[config.mk]
export PLATFORM = sky130hd
export DESIGN_NAME = muldiv_unit
export DESIGN_NICKNAME = d
export VERILOG_FILES = /design/src/rtl/muldiv_pkg.sv /design/src/rtl/muldiv_div_core.sv /design/src/rtl/muldiv_unit.sv
export SDC_FILE = /design/constraint.sdc
export NUM_CORES = 1
export LEC_CHECK = 0
export CAP_MARGIN = 20
export CELL_PAD_IN_SITES_DETAIL_PLACEMENT = 1
export CELL_PAD_IN_SITES_GLOBAL_PLACEMENT = 1
export CORE_MARGIN = 3
export CORE_UTILIZATION = 43
export DETAILED_ROUTE_END_ITERATION = 7
export PLACE_DENSITY_LB_ADDON = 0.3
export SLEW_MARGIN = 20
export SYNTH_ARGS = -nofsm -noshare
export SYNTH_HDL_FRONTEND = slang
export SYNTH_SLANG_ARGS = --single-unit
[constraint.sdc]
create_clock -name clk -period 4.5 [get_ports clk]
set_input_delay 0.45 -clock clk [delete_from_list [all_inputs] [get_ports clk]]
set_output_delay 0.45 -clock clk [all_outputs]
set_load 0.1 [all_outputs]
[src/rtl/muldiv_pkg.sv]
// muldiv_pkg: op encodings, FSM states and sizing shared by the HI/LO multiply/divide unit.
package muldiv_pkg;

    localparam int DATA_W   = 32;
    localparam int ITER_CNT = 32;
    localparam int CNT_W    = $clog2(ITER_CNT);

    typedef enum logic [1:0] {
        OP_MULT  = 2'b00,
        OP_MULTU = 2'b01,
        OP_DIV   = 2'b10,
        OP_DIVU  = 2'b11
    } op_e;

    typedef enum logic [1:0] {
        ST_IDLE = 2'b00,
        ST_CALC = 2'b01,
        ST_FIX  = 2'b10,
        ST_DONE = 2'b11
    } state_e;

    function automatic logic op_is_mul(input logic [1:0] op);
        return (op == OP_MULT) || (op == OP_MULTU);
    endfunction

    function automatic logic op_is_signed(input logic [1:0] op);
        return (op == OP_MULT) || (op == OP_DIV);
    endfunction

endpackage

[src/rtl/muldiv_div_core.sv]
// muldiv_div_core: restoring divider on unsigned magnitudes, one quotient bit per step.
module muldiv_div_core
    import muldiv_pkg::*;
(
    input  logic              clk,
    input  logic              rst,
    input  logic              load,
    input  logic              step,
    input  logic [DATA_W-1:0] dividend,
    input  logic [DATA_W-1:0] divisor,
    output logic [DATA_W-1:0] quotient,
    output logic [DATA_W-1:0] remainder
);

    logic [DATA_W-1:0] quo_q;
    logic [DATA_W-1:0] rem_q;
    logic [DATA_W-1:0] dsr_q;
    logic [DATA_W:0]   rem_shift;
    logic [DATA_W-1:0] rem_diff;
    logic              fits;

    // The partial remainder can need one extra bit after the shift; the difference never does
    always_comb begin
        rem_shift = {rem_q, quo_q[DATA_W-1]};
        fits      = (rem_shift >= {1'b0, dsr_q});
        rem_diff  = rem_shift[DATA_W-1:0] - dsr_q;
    end

    always_ff @(posedge clk or negedge rst) begin
        if (!rst) begin
            quo_q <= '0;
            rem_q <= '0;
            dsr_q <= '0;
        end else if (load) begin
            quo_q <= dividend;
            rem_q <= '0;
            dsr_q <= divisor;
        end else if (step) begin
            quo_q <= {quo_q[DATA_W-2:0], fits};
            rem_q <= fits ? rem_diff : rem_shift[DATA_W-1:0];
        end
    end

    assign quotient  = quo_q;
    assign remainder = rem_q;

endmodule

[src/rtl/muldiv_unit.sv]
// muldiv_unit: HI/LO multiply/divide with sign fix-up, flush, and direct HI/LO writes.
// Define MULDIV_FAST_MULT_EN for a single-cycle combinational multiply (divide unaffected).
module muldiv_unit
    import muldiv_pkg::*;
(
    input  logic              clk,
    input  logic              rst,
    input  logic              start,
    input  logic [1:0]        op,
    input  logic [DATA_W-1:0] src_a,
    input  logic [DATA_W-1:0] src_b,
    input  logic              flush,
    input  logic              we_hi,
    input  logic              we_lo,
    input  logic [DATA_W-1:0] hi_wdata,
    input  logic [DATA_W-1:0] lo_wdata,
    output logic              busy,
    output logic              done,
    output logic              div_by_zero,
    output logic [DATA_W-1:0] hi_out,
    output logic [DATA_W-1:0] lo_out
);

    state_e              state;
    logic [CNT_W-1:0]    cnt;
    logic [1:0]          op_q;
    logic                neg_res;
    logic                neg_rem;
    logic                dz;
    logic [2*DATA_W-1:0] prod;
    logic [DATA_W-1:0]   mcand;
    logic [DATA_W-1:0]   hi_q;
    logic [DATA_W-1:0]   lo_q;

    logic                accept;
    logic                mul_op;
    logic                calc_last;
    logic                div_step;
    logic                commit;
    logic [DATA_W-1:0]   mag_a;
    logic [DATA_W-1:0]   mag_b;
    logic [DATA_W-1:0]   quo;
    logic [DATA_W-1:0]   rem;
    logic [2*DATA_W-1:0] prod_fix;
    logic [DATA_W-1:0]   quo_fix;
    logic [DATA_W-1:0]   rem_fix;
    logic [DATA_W-1:0]   fix_hi;
    logic [DATA_W-1:0]   fix_lo;
`ifndef MULDIV_FAST_MULT_EN
    logic [DATA_W:0]     mul_sum;
`endif

    // Magnitude of the most negative value is its own bit pattern read as unsigned
    function automatic logic [DATA_W-1:0] magnitude(input logic signed [DATA_W-1:0] v,
                                                    input logic is_signed);
        return (is_signed && v[DATA_W-1]) ? $unsigned(-v) : $unsigned(v);
    endfunction

    function automatic logic [DATA_W-1:0] sign_fix(input logic [DATA_W-1:0] v, input logic neg);
        return neg ? (~v + 1'b1) : v;
    endfunction

    function automatic logic [2*DATA_W-1:0] sign_fix_wide(input logic [2*DATA_W-1:0] v,
                                                          input logic neg);
        return neg ? (~v + 1'b1) : v;
    endfunction

    always_comb begin
        accept   = (state == ST_IDLE) && start;
        mul_op   = op_is_mul(op_q);
        div_step = (state == ST_CALC) && !mul_op;
        mag_a    = magnitude(src_a, op_is_signed(op));
        mag_b    = magnitude(src_b, op_is_signed(op));
`ifdef MULDIV_FAST_MULT_EN
        calc_last = mul_op ? 1'b1 : (cnt == CNT_W'(ITER_CNT - 1));
`else
        calc_last = (cnt == CNT_W'(ITER_CNT - 1));
        mul_sum   = {1'b0, prod[2*DATA_W-1:DATA_W]} + {1'b0, {DATA_W{prod[0]}} & mcand};
`endif
        commit   = (state == ST_FIX) && !flush && !dz;
        prod_fix = sign_fix_wide(prod, neg_res);
        quo_fix  = sign_fix(quo, neg_res);
        rem_fix  = sign_fix(rem, neg_rem);
        fix_hi   = mul_op ? prod_fix[2*DATA_W-1:DATA_W] : rem_fix;
        fix_lo   = mul_op ? prod_fix[DATA_W-1:0]        : quo_fix;
    end

    muldiv_div_core u_div_core (
        .clk       (clk),
        .rst       (rst),
        .load      (accept),
        .step      (div_step),
        .dividend  (mag_a),
        .divisor   (mag_b),
        .quotient  (quo),
        .remainder (rem)
    );

    always_ff @(posedge clk or negedge rst) begin
        if (!rst) begin
            state   <= ST_IDLE;
            cnt     <= '0;
            op_q    <= OP_MULT;
            neg_res <= 1'b0;
            neg_rem <= 1'b0;
            dz      <= 1'b0;
            prod    <= '0;
            mcand   <= '0;
        end else begin
            case (state)
                ST_IDLE: begin
                    if (start) begin
                        state   <= ST_CALC;
                        cnt     <= '0;
                        op_q    <= op;
                        neg_res <= op_is_signed(op) && (src_a[DATA_W-1] ^ src_b[DATA_W-1]);
                        neg_rem <= op_is_signed(op) && src_a[DATA_W-1];
                        dz      <= !op_is_mul(op) && (src_b == '0);
                        prod    <= {{DATA_W{1'b0}}, mag_a};
                        mcand   <= mag_b;
                    end
                end
                ST_CALC: begin
                    if (flush) begin
                        state <= ST_IDLE;
                    end else if (calc_last) begin
                        state <= ST_FIX;
                    end
                    cnt <= cnt + 1'b1;
                    // Multiplier bits are consumed from the low half while the product grows in from the top
                    if (mul_op) begin
`ifdef MULDIV_FAST_MULT_EN
                        prod <= {{DATA_W{1'b0}}, prod[DATA_W-1:0]} * {{DATA_W{1'b0}}, mcand};
`else
                        prod <= {mul_sum, prod[DATA_W-1:1]};
`endif
                    end
                end
                ST_FIX: begin
                    state <= flush ? ST_IDLE : ST_DONE;
                end
                ST_DONE: begin
                    state <= ST_IDLE;
                end
                default: begin
                    state <= ST_IDLE;
                end
            endcase
        end
    end

    // The FIX commit takes priority over a same-edge direct write
    always_ff @(posedge clk or negedge rst) begin
        if (!rst) begin
            hi_q <= '0;
            lo_q <= '0;
        end else if (commit) begin
            hi_q <= fix_hi;
            lo_q <= fix_lo;
        end else begin
            if (we_hi) begin
                hi_q <= hi_wdata;
            end
            if (we_lo) begin
                lo_q <= lo_wdata;
            end
        end
    end

    assign busy        = (state != ST_IDLE);
    assign done        = (state == ST_DONE);
    assign div_by_zero = (state == ST_DONE) && dz;
    assign hi_out      = hi_q;
    assign lo_out      = lo_q;

endmodule

==> results of run 1 <==
-- report_power, final --
group	total, W	internal (W)	switching, W
logic	0.00669	0.00251	0.00417
registers	0.00371	0.00268	0.00103
clock network	0.00228	0.00133	0.000954
-- layout make-up --
cell class / instances / area [um2]
tap: 525 / 657
fill: 4762 / 19100
timing repair buffer: 234 / 2280
inverter: 71 / 267
clock buffer: 41 / 830
sequential: 235 / 5880
multi-input combinational: 1719 / 11200
clock inverter: 10 / 92.6
-- synthesized netlist by cell type (6+ instances only) --
cell type / n / area (um2)
a21o_1: 28 / 210
nor2b_1: 15 / 93.8
o22ai_1: 18 / 113
o21bai_1: 8 / 60.1
a221oi_1: 7 / 61.3
o211ai_1: 23 / 173
ha_1: 71 / 888
and3_1: 18 / 113
a22oi_1: 26 / 195
or2_2: 8 / 50.1
buf_1: 14 / 52.6
nor2_1: 149 / 559
and2_1: 6 / 37.5
or4_1: 26 / 195
a21oi_1: 162 / 811
a221o_1: 8 / 80.1
o41ai_1: 28 / 245
nand3_1: 26 / 130
xnor2_1: 117 / 1020
clkbuf_1: 105 / 394
inv_1: 71 / 267
o21a_1: 8 / 60.1
xor2_1: 113 / 990
mux2i_1: 74 / 741
mux2_2: 8 / 90.1
nand2_1: 240 / 901
a32oi_1: 6 / 52.6
nand4_1: 11 / 68.8
a222oi_1: 6 / 60.1
nand2b_1: 18 / 113
a31oi_1: 11 / 68.8
o21ai_0: 268 / 1340
nor4_1: 13 / 81.3
dfrtp_1: 235 / 5880
o31ai_1: 49 / 368
nor3_1: 35 / 175
a211oi_1: 21 / 158
or3_1: 25 / 156
-- cell families (layout without fill, tap and decap cells) --
logic type               Yosys count  after routing  synth area share [%]
multiplexers                      83             83                  4.81
AND/OR/NAND/NOR                  615            615                  16.3
buffers and inverters            193            356                  4.14
flip-flops                       235            235                  33.1
XOR/XNOR                         230            230                  11.3
AO/OA/AOI/OAI                    718            718                  25.0
adder cells (fa/ha/maj)           73             73                  5.23
-- metrics by stage --
step,utilization (%),total power (W)
global route,52.6,0.0135
floorplan,-,0.00805
global placement,50.3,0.00997
detailed placement,50.3,0.0102
finish,52.6,0.0127
CTS,52.6,0.0126
-- how the worst max path moves through the flow --
stage	end	slack, ns	start
after detailed placement	u_div_core.quotient[29]	0.64	src_a[2]
after global placement	u_div_core.quotient[29]	0.71	src_a[4]
after floorplan	prod[57]	1.13	prod[0]
final	hi_out[26]	0.67	prod[23]
after global routing	prod[57]	0.45	prod[0]
after CTS	prod[57]	0.71	prod[0]
-- state kept, by name, indices dropped and copies added (netlist names), 2 cells and up --
register and cells:
u_div_core.remainder 32, lo_out 32, state 2, prod 64, cnt 5, u_div_core.dsr_q 32, u_div_core.quotient 32, hi_out 32
-- routing by layer --
metal / vias up / global-route usage (%) / share of wire [%] / routed length (um)
met2: 670 / 44.8 / 44 / 29200
li1: 8064 / - / - / -
met1: 8849 / 44.7 / 46 / 30900
met3: 78 / 4.61 / 8.3 / 5580
met5: - / 0 / 0 / 0
met4: 0 / 5.68 / 1.9 / 1250
==> results.md, run 1 <==
- The critical path runs through a total of 9 cells.
- The class of the most critical setup path is reg2reg.
- The longest clock path from root to sink contains 3 buffers.
- The placement-stage cell area is slightly above 20000 um2.
- The placer's final routability congestion estimate is around 0.95.
- Together, buffers and inverters on the worst path number 0.
- Yosys printed 0 warnings.
- The cell area power density is 598 nW/um2.
- The predominant post-synthesis flop cell is dfrtp_1.
- The data arrival time of the critical path is approximately 4.2 ns.
- The count of pins over their slew limit is 0.
- The via count of the first global-routing pass is 17700.
- After the first detailed-routing iteration, the DRC count stood at around 1400.
- The path depth of the worst reg2reg path is 9.
- STA puts the critical path data required time at 4.90 ns.
- The share of the Yosys chip area taken by registers is roughly 33%.
- Before CTS, the worst setup slack after placement is about 0.64 ns.
- The final reports fail on negative hold slack.
- The most common cell after layout, fill and taps aside is o21ai_0.
- Detailed routing inserted a total of between 15000 and 20000 vias.
- After technology mapping, the gate count stands at between 2000 and 2500.
- The number of nets in the layout is approximately 2500.
- The count of nets left with antenna violations once routing finished came out at 0.
- The flow ran to the end, but the final reports show violations.
- The floorplan step set the die height to ~210 um.
- In this run, synthesis inferred 0 flip-flops with an integrated enable.
- Counting stages on the worst path, the most repeated cell is or4_4.
- Among all stages on the critical path, the largest delay is contributed by nor4_1.
- The post-route non-filler standard cell count is roughly 2800.
- For the pin with the worst max-slew slack, the measured transition is between 1 and 1.5 ns.
- Using the TritonRoute via totals, the vias-per-cell ratio works out to between 6 and 7.
- The reported max-cap violation count is 0.
- The critical path launch point type is a register.
- The final design area excluding fillers is between 20000 and 25000 um2.
- The wire length of the first global-routing pass is about 100000 um.
- The total number of clock tree sinks is about 240.
- The total area inside the core boundary comes to 40300 um2.
- The biggest cell delay along the critical path is roughly 0.63 ns.
- The total standard cell area after synthesis is roughly 18000 um2.
- Of all nets on the critical path, the largest fanout is 6.
- The count of unique library cells instantiated by Yosys is between 70 and 80.
- Once routing completed, OpenROAD measured the worst setup slack at around 0.67 ns.
- The post-route netlist has under 10% of its cells at a drive strength greater than 1.
- The origin of the critical flop-to-flop path is prod[23].
- The number of gates given a new drive strength after cts is 0.
- The H-tree depth is 1.
- After detailed routing, the number of remaining DRC violations is 0.
- The worst hold margin is -0.0635 ns.
- Measured against its own limit, the worst slew margin works out to between 20 and 30%.
- The average wire per standard cell is ~24 um.
- The number of nets in the synthesized netlist is 2356.
- The first detailed-routing pass ran for 5 iterations.
- The die covers between 40000 and 50000 um2.
- The top cell types in the final layout, fill and taps aside, are o21ai_0 (268), nand2_1 (239), dfrtp_1 (233).
- The routed wire length is 66900 um.
- Entering global routing, the biggest net connects 123 pins.
- The final hold violation count is 15.
- In the final timing run, aggregate negative setup slack is 0 ns.
- The average footprint of a synthesized cell is 8.27 um2.
- In this run the static leakage power is ~8.7 nW.
- Across every metal layer, demand over resource in global routing totals 29.5%.
- The setup violation total in the final timing report is 0.
- The highest clock frequency the design can meet is 261 MHz.
- The number of antenna violations at the first check in global routing was 0.
- The worst register-to-register path ends at hi_out[26].
- The number of setup buffers added after CTS is 0.
- The initial utilization of the core area, before any placement, comes to around 44%.
- After layout, the minimum clock period comes to roughly 3.8 ns.
- The clock slew seen by the registers of the worst setup and hold paths is ~0.06 ns.
- The category of the worst setup path capture point is a register.
- For the final database, setup skew stands at 0.0294 ns.
- The path class of the tightest hold or removal check is in2async.
- The global-route congestion overflow total is 0.
- The clock latency reported for the late side of the worst-skew pair is between 0.5 and 0.6 ns.
- The total inserted antenna cells is 0.
- The cell family contributing the most delay on the critical path is simple AND/OR/NAND/NOR gates.
- The number of hold buffers added after CTS was 0.
- The worst-case IR drop observed on VDD is 0.316 mV.
- The number of clock buffers added by TritonCTS is 28.
- The number of ports placed on the die boundary is a little over 200.
- The tree is rooted in a clkbuf_16.
- In the synthesized netlist the async set-or-reset flop fraction comes to 100%.
- The post-synthesis register bit count is about 240.
- TritonCTS built the clock tree.
- The count of standard-cell rows is 73.
- The period utilization is 85.2%.
- In this run the tool buffered the top-level ports with 202 buffer cells.
- The die is ~210 um wide.
- The worst register-to-register path has a setup slack of 0.67 ns.
- Walking the worst path, the cells encountered are or4_4 -> or4_4 -> nor4_1 -> nand3_1 -> o41ai_1 -> xor2_1 -> nor2_1 -> a211oi_1 -> a21oi_1.
- Setup repair after global routing left no endpoint under its margin.
- The number of placed instances, taps included is 2784.
- The post-detailed-placement half-perimeter wirelength is a little over 50000 um.
- The growth of design area from synthesis to finish is 19.3%.
Note: power is estimated with default switching activity, not from simulation.
==> run 2: changes to the inputs <==
--- a/config.mk
+++ b/config.mk
@@ -11,6 +11,8 @@
 export CORE_MARGIN = 3
 export CORE_UTILIZATION = 43
+export CTS_CLUSTER_DIAMETER = 150
 export DETAILED_ROUTE_END_ITERATION = 7
 export PLACE_DENSITY_LB_ADDON = 0.3
+export RECOVER_POWER = 25
 export SLEW_MARGIN = 20
 export SYNTH_ARGS = -nofsm -noshare
==> constraint.sdc (replaced) <==
create_clock -name clk -period 4.5 [get_ports clk]
set_input_delay 1.125 -clock clk [delete_from_list [all_inputs] [get_ports clk]]
set_output_delay 1.125 -clock clk [all_outputs]
set_load 0.1 [all_outputs]
==> run 2 against run 1 <==
Effect of this change: the run ends with max-capacitance violations, max-slew violations left; wire length shrank 1.3%; non-clock buffer count grew 8; setup slack lost 0.12 ns; via count shrank 0.35%; clock skew shrank 0.015 ns; clock power grew 3%; global-route usage shrank 0.33 points; core utilization grew 0.21 points; sequential power grew 2%; sequential share of layout area shrank 0.11 points; die area is the same; worst hold slack gained 0.54 ns.
==> results.md, run 2 (synthesis gave the netlist of run 1 again) <==
- Traced cell by cell, the critical path runs through inv_1 -> ha_1 -> or4b_2 -> or3_1 -> or4b_1 -> or4_1 -> o21ai_1 -> xnor2_1 -> a211oi_1 -> buf_4 -> a21oi_1.
- The maximum clock insertion buffer count is 3 (unchanged).
- The count of routing violations after the opening detailed-route iteration is 1410 (+0.28%).
- The count of fill cells added during filler insertion was 4760 (-0.042%).
- The hold buffer count at cts is 0 (unchanged).
- The cell chosen for the clock root is clkbuf_16.
- The checks that failed: max-capacitance violations, max-slew violations.
- The transition time at the pin with the least slew margin came to 2.59 ns (+1.52 ns).
- The via count of the routed design is 17600 (-0.35%).
- The H-tree depth is 1 (unchanged).
- The cell area power density is 601 nW/um2 (+0.48%).
- The number of setup buffers added after CTS came to 0 (unchanged).
- The data arrival time of the critical path was 4.37 ns (+0.14 ns).
- The most common cell after layout, fill and taps aside is o21ai_0.
- The count of standard-cell rows came to 73 (unchanged).
- The CTS buffer count is 27 (-3.6%).
- The category of the worst setup path capture point is a register.
- The die outline area is 43800 um2 (unchanged).
- The reported max-cap violation count was 1 (+1).
- On the critical path the largest part of the delay comes from simple AND/OR/NAND/NOR gates.
- The post-route non-filler standard cell count is 2840 (+0.18%).
- The placeable core region is 40300 um2 (unchanged).
- The core utilization of the finished layout came to 52.8% (+0.21 points).
- The area used by sequential logic in the layout is 5880 um2 (unchanged).
- The via-per-instance ratio was 6.20 (-0.53%).
- The largest net degree at the start of global routing was 97 (-21%).
- Setup repair after global routing left no endpoint under its margin.
- The die outline height is 209 um (unchanged).
- The post-detailed-placement half-perimeter wirelength is 50700 um (-1.4%).
- The clock latency reported for the late side of the worst-skew pair was 0.59 ns (about the same).
- The number of antenna violations at the first check in global routing is 0 (unchanged).
- The initial core utilization is 44.1% (unchanged).
- The proportion of layout cells with a drive suffix above 1 is 5.57% (+0.29 points).
- The via count of the first global-routing pass was 17600 (-1.0%).
- The worst hold margin is 0.479 ns (+0.543 ns).
- The worst setup path is launched from a register.
- The clock tree skew after final layout is 0.0145 ns (-0.0149 ns).
- The number of placed instances, taps included came to 2791 (+0.25%).
- The final hold violation count is 0 (-15).
- The leakage power summed over all cells came to 8.73 nW (+0.38%).
- The number of nets in the layout came to 2505 (+0.28%).
- The length of the first detailed-routing pass in iterations is 7 (+2).
- The sum of negative setup slack was 0 ns (unchanged).
- The class of the most critical setup path is reg2reg.
- The horizontal extent of the die is 209 um (unchanged).
- The count of pins over their slew limit is 95 (+95).
- The worst-case vdd ir drop is 0.295 mV (-6.5%).
- The number of ports placed on the die boundary is 203 (unchanged).
- The placer's final routability congestion estimate is 0.940 (-1.1%).
- The count of buffers inserted at the top-level ports is 202 (unchanged).
- The highest net fanout along the worst path is 6 (unchanged).
- The path class of the tightest hold or removal check is reg2reg.
- The required time of the critical path is 4.92 ns (+0.02 ns).
- The clock slew seen by the registers of the worst setup and hold paths is 0.06 ns (about the same).
- The highest clock frequency the design can meet is 253 MHz (-3.0%).
- The area of the multi-input gates is 11200 um2 (unchanged).
- The run finished, with violations left.
- The global-route congestion overflow total is 0 (unchanged).
- The post-route total power is 0.0128 W (+0.89%).
- The total track usage is 29.2% (-0.33 points).
- The routed wire length is 66100 um (-1.3%).
- The library cells used most frequently in the layout, excluding fill and tap cells, are o21ai_0 (268), nand2_1 (239), dfrtp_1 (233).
- The minimum clock period after layout is 3.95 ns (+0.120 ns).
- The wire length of the first global-routing pass is 102000 um (-1.3%).
- The period utilization came to 87.8% (+2.7 points).
- The total number of clock tree sinks was 235 (unchanged).
- The total inserted antenna cells was 0 (unchanged).
- The number of flip-flops under the largest register name is 64 (unchanged).
- The clock tree from TritonCTS is done.
- The average wire per standard cell was 23.3 um (-1.5%).
- Relative to the synthesized area, the layout overhead comes to 19.8%.
- The most flop-heavy register is prod.
- The normalized max-slew margin is -72.8% (-100 points).
- The number of design rule violations left after detail routing is 0 (unchanged).
- The slowest cell on the critical path is or4b_2.
- The setup slack of the worst register-to-register path is 0.55 ns (-0.12 ns).
- The number of nets with antenna violations after detailed routing is 0 (unchanged).
- The biggest cell delay along the critical path is 0.63 ns (about the same).
- The setup violation total in the final timing report is 0 (unchanged).
- The total buffers and inverters traversed by the critical path is 2 (+2).
- The number of gates given a new drive strength after cts came to 0 (unchanged).
-- run 2: cell types whose count changed in the layout (fill, tap and decap cells not counted), sizes merged --
cell and change:
buf +7, bufinv +2, clkbuf -5, clkinv -3, clkinvlp +3, inv +1
-- run 2: metal layers --
layer | up-vias | GRT usage (%) | routed length, um
met2 | 695 | 43.6 | 28300
met5 | - | 0 | 0
met1 | 8735 | 43.4 | 30700
met3 | 82 | 6.40 | 5930
li1 | 8087 | - | -
met4 | 0 | 5.80 | 1180
-- run 2: worst register-to-register path, cell delays in order (launching register included) --
cell	delay (ns)
dfrtp_1	0.47
inv_1	0.12
ha_1	0.19
or4b_2	0.63
or3_1	0.44
or4b_1	0.57
or4_1	0.47
o21ai_1	0.17
xnor2_1	0.14
a211oi_1	0.36
buf_4	0.18
a21oi_1	0.05
-- run 2: where the power goes --
part / internal, W / total (W) / switching [W]
Clock: 0.00136 / 0.00235 / 0.000986
Combinational: 0.00253 / 0.00667 / 0.00414
Sequential: 0.00268 / 0.00378 / 0.00110
Total: 0.00656 / 0.0128 / 0.00623
-- run 2: through the flow --
stage	area, um2	setup slack, ns
global route	21300	0.340
finish	21300	0.548
detailed placement	20300	0.0375
floorplan	17800	0.902
CTS	21300	0.578
global placement	20300	0.166
-- run 2: path summary, 6_finish.rpt --
| check | start | to | cells after the start |
|---|---|---|---|
| hold / removal | u_div_core.dsr_q[14] | u_div_core.dsr_q[14] | 2 |
| max in group asynchronous | rst | lo_out[31] | 2 |
| setup / recovery | u_div_core.remainder[0] | hi_out[26] | 11 |
| min in group asynchronous | rst | u_div_core.dsr_q[20] | 1 |
| setup reg to reg | u_div_core.remainder[0] | hi_out[26] | 11 |
| hold reg to reg | u_div_core.dsr_q[14] | u_div_core.dsr_q[14] | 2 |
-- run 2: cell type report --
class / count / area share (%)
tap: 525 / 3.09
clock buffer: 35 / 3.55
clock inverter: 13 / 0.794
inverter: 71 / 1.25
sequential: 235 / 27.7
multi-input combinational: 1719 / 52.5
timing repair buffer: 242 / 11.1
==> run 3: changes to the inputs <==
--- a/config.mk
+++ b/config.mk
@@ -10,5 +10,5 @@
 export CELL_PAD_IN_SITES_GLOBAL_PLACEMENT = 1
 export CORE_MARGIN = 3
-export CORE_UTILIZATION = 43
+export CORE_UTILIZATION = 45
 export CTS_CLUSTER_DIAMETER = 150
 export DETAILED_ROUTE_END_ITERATION = 7
==> constraint.sdc (replaced) <==
create_clock -name clk -period 5.1 [get_ports clk]
set_input_delay 1.275 -clock clk [delete_from_list [all_inputs] [get_ports clk]]
set_output_delay 1.275 -clock clk [all_outputs]
set_load 0.02 [all_outputs]
==> run 3 against run 2 <==
Effect of this change: critical path type is now in2reg; global-route usage grew 1.2 points; largest cell class unchanged; register-to-register slack gained 0.60 ns; non-clock buffer count shrank 13; the run still ends with max-capacitance violations, max-slew violations left; power shrank 15%; via count shrank 0.46%; first-iteration DRC count shrank 4.8%; flip-flop and latch count is the same; clock skew shrank 0.0023 ns.
==> results.md, run 3 (synthesis gave the netlist of run 1 again) <==
- The global-route congestion overflow total is 0 (unchanged).
- The count of routing violations after the opening detailed-route iteration was 1343 (-4.8%).
- The final hold violation count is 0 (unchanged).
- The via count of the routed design is 17500 (-0.46%).
- The count of buffers inserted at the top-level ports is 202 (unchanged).
- The class of the most critical setup path is in2reg.
- The hold buffer count at cts came to 0 (unchanged).
- The via-per-instance ratio is 6.21 (+0.21%).
- The critical path launch point type is a primary input.
- The number of gates given a new drive strength after cts is 0 (unchanged).
- The maximum clock insertion buffer count is 3 (unchanged).
- The period utilization is a little over four fifths.
- The number of nets in the layout is 2492 (-0.52%).
- The H-tree depth is 1 (unchanged).
- The proportion of layout cells with a drive suffix above 1 was 5.08% (-0.49 points).
- The total track usage came to 30.4% (+1.2 points).
- The routed wire length came to 65500 um (-0.84%).
- The highest net fanout along the worst path is 5 (-1).
- The setup violation total in the final timing report came to 0 (unchanged).
- The clock tree from TritonCTS is done.
- The sum of negative setup slack is 0 ns (unchanged).
- The number of setup buffers added after CTS is 0 (unchanged).
- The largest net degree at the start of global routing is 108 (+11%).
- The count of pins over their slew limit is 107 (+13%).
- The number of flip-flops under the largest register name is 64 (unchanged).
- The count of fill cells added during filler insertion is 4644 (-2.4%).
- Setup repair after global routing left no endpoint under its margin.
- The required time of the critical path came to 5.54 ns (+0.62 ns).
- The CTS buffer count came to 27 (unchanged).
- On the critical path, the stage with the largest delay is an instance of or4_1.
- The cell chosen for the clock root is clkbuf_16.
- The number of design rule violations left after detail routing came to 0 (unchanged).
- The reported max-cap violation count is 1 (unchanged).
- The length of the first detailed-routing pass in iterations is 5 (-2).
- Static timing analysis puts the maximum clock frequency at ~230 MHz.
- The die outline height is 205 um (-2.2%).
- The clock tree skew after final layout is 0.0123 ns (-0.00225 ns).
- Leaving out fill and tap cells, the most frequent cell in the layout is o21ai_0.
- The total number of clock tree sinks is 235 (unchanged).
- The minimum clock period after layout is 4.29 ns.
- Relative to the synthesized area, the layout overhead comes to 19.1%.
- prod holds more flip-flops than any other register.
- The number of ports placed on the die boundary is 203 (unchanged).
- The via count of the first global-routing pass is 17400 (-1.1%).
- The worst min-delay path category is reg2reg.
- The horizontal extent of the die is 205 um (-2.2%).
- The average wire per standard cell was 23.2 um (-0.18%).
- The most used cell along the critical path is or2_2.
- The initial core utilization is 45.7% (+1.6 points).
- The biggest cell delay along the critical path was 0.61 ns (-0.02 ns).
- The number of nets with antenna violations after detailed routing is 0 (unchanged).
- The post-layout worst setup margin is 0.805 ns (+0.257 ns).
- The clock latency reported for the late side of the worst-skew pair is 0.58 ns (about the same).
- The data arrival time of the critical path came to 4.73 ns (+0.36 ns).
- The leakage power summed over all cells is 8.66 nW (-0.75%).
- In the layout the commonest cells are o21ai_0 (268), nand2_1 (238), dfrtp_1 (233).
- The die outline area is 41900 um2 (-4.3%).
- The number of antenna violations at the first check in global routing came to 2 (+2).
- The checks that failed: max-capacitance violations, max-slew violations.
- The wire length of the first global-routing pass is 101000 um (-1.6%).
- The clock slew seen by the registers of the worst setup and hold paths is 0.07 ns (about the same).
- The worst-case vdd ir drop came to 0.240 mV (-19%).
- The worst hold margin is 0.479 ns (-0.000398 ns).
- The count of standard-cell rows is 72 (-1.4%).
- The placeable core region is 38800 um2 (-3.6%).
- The cell area power density is 512 nW/um2 (-15%).
- The post-detailed-placement half-perimeter wirelength is 50000 um (-1.3%).
- The worst setup slack after placement is 0.266 ns (+0.228 ns).
- The normalized max-slew margin is -94.4% (-22 points).
- The signal on the critical path passes through clkdlybuf4s50_1 -> or4_1 -> nor4_1 -> nand2_1 -> or2_2 -> or2_2 -> nor3b_1 -> a21oi_1 -> xnor2_1 -> o21ai_0.
- The total inserted antenna cells is 0 (unchanged).
- The placer's final routability congestion estimate is 0.980 (+4.3%).
- The flow ran to the end, but the final reports show violations.
- The category of the worst setup path capture point is a register.
- The transition time at the pin with the least slew margin is 2.92 ns (+0.325 ns).
run 3: worst paths after layout:
check | start | to | slack, ns | cells after the start
max in group asynchronous | rst | neg_res | 1.54 | 1
max reg2reg | prod[22] | hi_out[26] | 1.15 | 12
min | u_div_core.dsr_q[22] | u_div_core.dsr_q[22] | 0.48 | 2
min in group asynchronous | rst | lo_out[10] | 1.58 | 1
max | src_a[4] | prod[28] | 0.81 | 10
min reg2reg | u_div_core.dsr_q[22] | u_div_core.dsr_q[22] | 0.48 | 2
run 3: power breakdown:
group | switching [W] | leakage (nW) | total (W) | internal, W
Sequential | 0.000936 | 2.88 | 0.00330 | 0.00236
Combinational | 0.00328 | 5.33 | 0.00545 | 0.00218
Clock | 0.000848 | 0.454 | 0.00206 | 0.00122
Total | 0.00506 | 8.66 | 0.0108 | 0.00575
run 3: layout make-up:
| class | instances | area [um2] | area share [%] |
|---|---|---|---|
| inverters | 71 | 267 | 1.26 |
| multi-input cells | 1719 | 11200 | 52.9 |
| well taps | 518 | 648 | 3.07 |
| clock inverters | 11 | 150 | 0.710 |
| flip-flops and latches | 235 | 5880 | 27.8 |
| clock buffers | 38 | 777 | 3.68 |
| repair buffers | 229 | 2230 | 10.6 |
run 3: metrics by stage:
step                cells  utilization, %  total power, W  instance area, um2
CTS                  2821            54.5          0.0107               21100
global route         2821            54.4          0.0115               21100
floorplan            2147               -         0.00677               17800
global placement     2772            52.1         0.00839               20200
detailed placement   2772            52.1         0.00862               20200
finish               2821            54.4          0.0108               21100
run 3: metal layers:
layer | GRT usage (%) | vias up | part of all wire (%)
met3 | 5.61 | 70 | 8.8
met2 | 46.3 | 642 | 43
met1 | 45.2 | 8739 | 46
met5 | 0 | - | 0
li1 | - | 8067 | -
met4 | 5.78 | 0 | 1.5
run 3: worst max-delay path: cells and delay by family:
| kind | cells | cell delay [ns] |
|---|---|---|
| AO/OA/AOI/OAI | 2 | 0.27 |
| XOR/XNOR | 1 | 0.23 |
| buffers and inverters | 1 | 0.47 |
| AND/OR/NAND/NOR | 6 | 2.47 |
==> RTL change 1, RTL diff (flow settings as in run 2) <==
Encoding of `state_e`: now one-hot (4 bits for 4 states).
--- a/src/rtl/muldiv_pkg.sv
+++ b/src/rtl/muldiv_pkg.sv
@@ -12,11 +12,11 @@
         OP_DIVU  = 2'b11
     } op_e;
 
-    typedef enum logic [1:0] {
-        ST_IDLE = 2'b00,
-        ST_CALC = 2'b01,
-        ST_FIX  = 2'b10,
-        ST_DONE = 2'b11
+    typedef enum logic [3:0] {
+        ST_IDLE = 4'b0001,
+        ST_CALC = 4'b0010,
+        ST_FIX  = 4'b0100,
+        ST_DONE = 4'b1000
     } state_e;
 
     function automatic logic op_is_mul(input logic [1:0] op);
Behaviour: same outputs for any inputs over 4 cycles, from zero or initial values and one cycle with rst low; so few cycles prove little.
==> RTL change 1 against run 2 <==
- the flow still finishes with violations (max-capacitance violations, max-slew violations)
- setup slack got worse by 0.094 ns
- sequential cell count increased by 2
- global-route usage decreased by 0.13 points
- first-iteration DRC count decreased by 4.6%
- routed wire length decreased by 2.6%
- worst hold slack improved by 0.0037 ns
- synthesized area decreased by 1.6%
- design area decreased by 1.0%
- power increased by 5.9%
==> RTL change 1: results (changes against run 2) <==
| Metric | Value |
|---|---|
| Gp weighted congestion | `0.9357 (-0.46%)` |
| GRT Resource Usage Total | `29.03% (-0.13 points)` |
| Slew at the pin closest to its max-slew limit | `2.561 ns (-0.03018 ns)` |
| Failing checks | `max-capacitance violations, max-slew violations` |
| Sequential cell area fraction in the yosys report | `33.94% (+0.82 points)` |
| Final-stage net count | `2419 (-3.4%)` |
| Max-cap viol count | `1 (unchanged)` |
| Peak supply drop | `0.3430 mV (+16%)` |
| Initial antenna violation count | `3 (+3)` |
| TritonCTS Buffers | `28 (+3.7%)` |
| Total wire length | `64.34 mm (-2.6%)` |
| M1 wire length | `29.12 mm (-5.1%)` |
| Setup Skew | `0.01091 ns (-0.003598 ns)` |
| Slowest-stage cell, CP | `or4_1` |
| CP max FO | `5 (-1)` |
| FILL cells | `4671 (-1.9%)` |
| HPWL after detailed placement | `49.02 mm (-3.3%)` |
| Synth cell count leaders | `237 x o21ai_0, 236 x dfrtp_1, 199 x nand2_1` |
| DR pass1 iterations | `6 (-1)` |
| Met3 routed WL | `4.925 mm (-17%)` |
| R2R Setup Slk | `0.45 ns (-0.09 ns)` |
| Syn Inst Count | `2052 (-4.4%)` |
| DRT iter0 DRCs | `1345 (-4.6%)` |
| Status | `finished, violations left` |
| P_leak | `9.310 nW (+6.7%)` |
| Comb pwr | `7.38 mW (+11%)` |
| Sequential logic power | `3.85 mW (+2%)` |
| Synth area leaders | `dfrtp_1 34%, o21ai_0 6.8%, xor2_1 5.7%` |
| Switching Fraction | `49.01% (+0.29 points)` |
| Syn nets | `2261 (-4.0%)` |
| Max-slew violations | `94 (-1.1%)` |
| First-pass GRT wire length | `101.1 mm (-1.2%)` |
| Cell Count Post-Placement | `2705 (-3.1%)` |
| Met2 WL | `28.77 mm (+1.8%)` |
| Met2 Use GR | `45.86% (+2.2 points)` |
| Met3 Usage GRT | `6.000% (-0.40 points)` |
| Post-synthesis cell type count | `72 (-5.3%)` |
| DR WL/cell | `23.35 um (+0.36%)` |
| Via density | `6.148 (-0.78%)` |
| Grt met1 use | `40.94% (-2.5 points)` |
RTL change 1: path summary, 6_finish.rpt:
| check | startpoint | end | cells past startpoint |
|---|---|---|---|
| worst max-delay path | u_div_core.quotient[0]$_DFFE_PN0P_ | lo_out[28]$_DFFE_PN0P_ | 10 |
| worst max register to register | u_div_core.quotient[0]$_DFFE_PN0P_ | lo_out[28]$_DFFE_PN0P_ | 10 |
| max in group asynchronous | rst | op_q[1]$_DFFE_PN0P_ | 1 |
| min in group asynchronous | rst | prod[50]$_DFFE_PN0P_ | 1 |
| worst min register to register | u_div_core.dsr_q[17]$_DFFE_PN0P_ | u_div_core.dsr_q[17]$_DFFE_PN0P_ | 2 |
| worst min-delay path | u_div_core.dsr_q[17]$_DFFE_PN0P_ | u_div_core.dsr_q[17]$_DFFE_PN0P_ | 2 |
RTL change 1: layout make-up:
| cell class | instances | share of cell area, % |
|---|---|---|
| tap | 525 | 3.119 |
| multi-input combinational | 1633 | 51.79 |
| antenna | 1 | 0.01188 |
| clock buffer | 41 | 3.892 |
| inverter | 66 | 1.176 |
| clock inverter | 9 | 0.5229 |
| sequential | 237 | 28.18 |
| timing repair buffer | 244 | 11.30 |
RTL change 1: cell families after synthesis:
group / after synthesis / synth area share (%)
compound gates: 672 / 24.97
xor+xnor: 223 / 11.18
fa+ha+maj: 73 / 5.312
buf+inv: 182 / 3.909
flops: 237 / 33.94
mux: 73 / 4.317
simple gates: 592 / 16.37
RTL change 1: through the flow:
stage	total power [mW]	setup slack, ns	instance area [um2]	hold WS (ns)
2_1_floorplan	8.786	0.2583	17480	0.4498
3_3_place_gp	10.77	0.2489	20140	0.4621
3_5_place_dp	11.09	0.1343	20140	0.4702
4_1_cts	13.49	0.5049	21070	0.4895
5_1_grt	14.47	0.2023	21060	0.5199
6_report	13.55	0.4541	21060	0.4830
==> RTL change 2, RTL diff (settings of run 2) <==
Made on the original files. Set the package constant `DATA_W` to 40 (it was 32).
--- a/src/rtl/muldiv_pkg.sv
+++ b/src/rtl/muldiv_pkg.sv
@@ -1,7 +1,7 @@
 // muldiv_pkg: op encodings, FSM states and sizing shared by the HI/LO multiply/divide unit.
 package muldiv_pkg;
 
-    localparam int DATA_W   = 32;
+    localparam int DATA_W   = 40;
     localparam int ITER_CNT = 32;
     localparam int CNT_W    = $clog2(ITER_CNT);
 
Ports: changed (6 resized); port bits go from 203 to 251. No check against the original RTL was run, so the function may have changed too.
==> RTL change 2 against run 2 <==
- critical endpoint is now hi_out[38]$_DFFE_PN0P_
- synthesized area rose by 27%
- sequential cell count grew 56
- largest cell class unchanged
- combinational power up 23%
- first-iteration DRC count rose by 42%
- the flow still finishes with violations (max-capacitance violations, max-slew violations)
- critical path depth down 1
- clock skew grew 0.018 ns
- setup slack got worse by 0.22 ns
- routed wire length grew 42%
- power rose by 25%
- clock power rose by 33%
- design area up 28%
- global-route usage grew 3.5 points
==> RTL change 2: results (changes against run 2) <==
| Metric | Value |
|---|---|
| Status | `finished, violations left` |
| Failing checks | `max-capacitance violations, max-slew violations` |
| Clock group | `3.12 mW (+33%)` |
| Met3 Usage GRT | `5.869% (-0.53 points)` |
| Synth area leaders | `dfrtp_1 32%, o21ai_0 8.2%, nand2_1 5.8%` |
| Setup bufs post-CTS | `0 (unchanged)` |
| Utilization after layout | `52.87% (+0.057 points)` |
| Critical path arrival | `4.61 ns (+0.24 ns)` |
| Grt met1 use | `47.41% (+4.0 points)` |
| Cell Count Post-Placement | `3634 (+30%)` |
| Share of layout cells above drive strength 1 | `6.717% (+1.1 points)` |
| Syn Inst Count | `2799 (+30%)` |
| P_leak | `11.48 nW (+32%)` |
| Met3 routed WL | `7.219 mm (+22%)` |
| M1 wire length | `42.77 mm (+39%)` |
| GRT Resource Usage Total | `32.68% (+3.5 points)` |
| Hold Path Cell Cnt | `2 (unchanged)` |
| Worst path max stage delay | `0.71 ns (+0.08 ns)` |
| Met2 WL | `41.20 mm (+46%)` |
| Pin count of the biggest net entering global routing | `99 (+2.1%)` |
| TritonCTS Buffers | `37 (+37%)` |
| Max-cap viol count | `1 (unchanged)` |
| Met2 Use GR | `50.32% (+6.7 points)` |
| DRT iter0 DRCs | `1999 (+42%)` |
| EDFF count, synth | `0 (unchanged)` |
| Synth warnings | `0 (unchanged)` |
| R2R Setup Slk | `0.33 ns (-0.22 ns)` |
| Max reg flops | `80 (+25%)` |
| Pre-CTS WS | `0.02701 ns (-0.01048 ns)` |
| Peak supply drop | `0.3786 mV (+28%)` |
| Final-stage net count | `3250 (+30%)` |
| Sequential cell area fraction in the yosys report | `32.25% (-0.87 points)` |
| Sequential logic power | `4.64 mW (+23%)` |
| Gp weighted congestion | `0.9580 (+1.9%)` |
| Fin cells | `3709 (+31%)` |
| First-pass GRT wire length | `143.0 mm (+40%)` |
| Fin Hold WS | `0.4853 ns (+0.005979 ns)` |
| DR WL/cell | `25.23 um (+8.5%)` |
| Switching pwr | `7.718 mW (+24%)` |
| Clock Tree Buf Depth | `3 (unchanged)` |
| Max-slew violations | `95 (unchanged)` |
| H-tree depth | `2 (+1)` |
| Via density | `6.244 (+0.76%)` |
| Placed Area | `0.02602 mm2 (+28%)` |
| FILL cells | `6132 (+29%)` |
| Post-synthesis cell type count | `74 (-2.6%)` |
| Port Buffers | `250 (+24%)` |
| Setup Skew | `0.03218 ns (+0.01768 ns)` |
| Reg2Reg Depth | `10 (-1)` |
| Synth cell count leaders | `370 x o21ai_0, 351 x nand2_1, 291 x dfrtp_1` |
| Syn nets | `3056 (+30%)` |
| Sequential share of power | `29.0% (-0.5 points)` |
| Period utilisation layout | `92.70% (+4.9 points)` |
| Slowest-stage cell, CP | `nor4_1` |
| Worst rel slew slack | `-100.1% (-27 points)` |
| Initial antenna violation count | `7 (+7)` |
RTL change 2: logic make-up (layout without fill, tap and decap cells):
family / count (synthesis) / after routing / synth area share, %
XOR/XNOR: 279 / 279 / 10.82
adder cells (fa/ha/maj): 89 / 89 / 4.997
AO/OA/AOI/OAI: 922 / 922 / 25.03
buffers and inverters: 258 / 481 / 4.288
multiplexers: 102 / 102 / 4.665
other: 0 / 7 / 0
AND/OR/NAND/NOR: 858 / 858 / 17.96
flip-flops: 291 / 291 / 32.25
RTL change 2: worst register-to-register path: cells and delay by family, from the launching register on:
kind                      cells  cell delay (ns)
xor gates and xnor gates      1             0.17
AOI/OAI and AO/OA             1             0.09
and+or+nand+nor               8             3.36
DFF                           1             0.42
RTL change 2: path summary, 6_finish.rpt:
check | startpoint | to
min in group asynchronous | rst | prod[74]$_DFFE_PN0P_
worst max-delay path | prod[5]$_DFFE_PN0P_ | hi_out[38]$_DFFE_PN0P_
worst min register to register | u_div_core.dsr_q[31]$_DFFE_PN0P_ | u_div_core.dsr_q[31]$_DFFE_PN0P_
max in group asynchronous | rst | u_div_core.quotient[3]$_DFFE_PN0P_
worst max register to register | prod[5]$_DFFE_PN0P_ | hi_out[38]$_DFFE_PN0P_
worst min-delay path | u_div_core.dsr_q[31]$_DFFE_PN0P_ | u_div_core.dsr_q[31]$_DFFE_PN0P_
RTL change 2: area by class of cell:
cell class | instances | area, um2 | share of cell area (%)
antenna | 7 | 17.52 | 0.06420
clock buffer | 51 | 1039 | 3.806
clock inverter | 17 | 216.5 | 0.7933
inverter | 81 | 307.8 | 1.128
multi-input combinational | 2250 | 14370 | 52.66
sequential | 291 | 7287 | 26.71
tap | 680 | 850.8 | 3.118
timing repair buffer | 332 | 3199 | 11.73
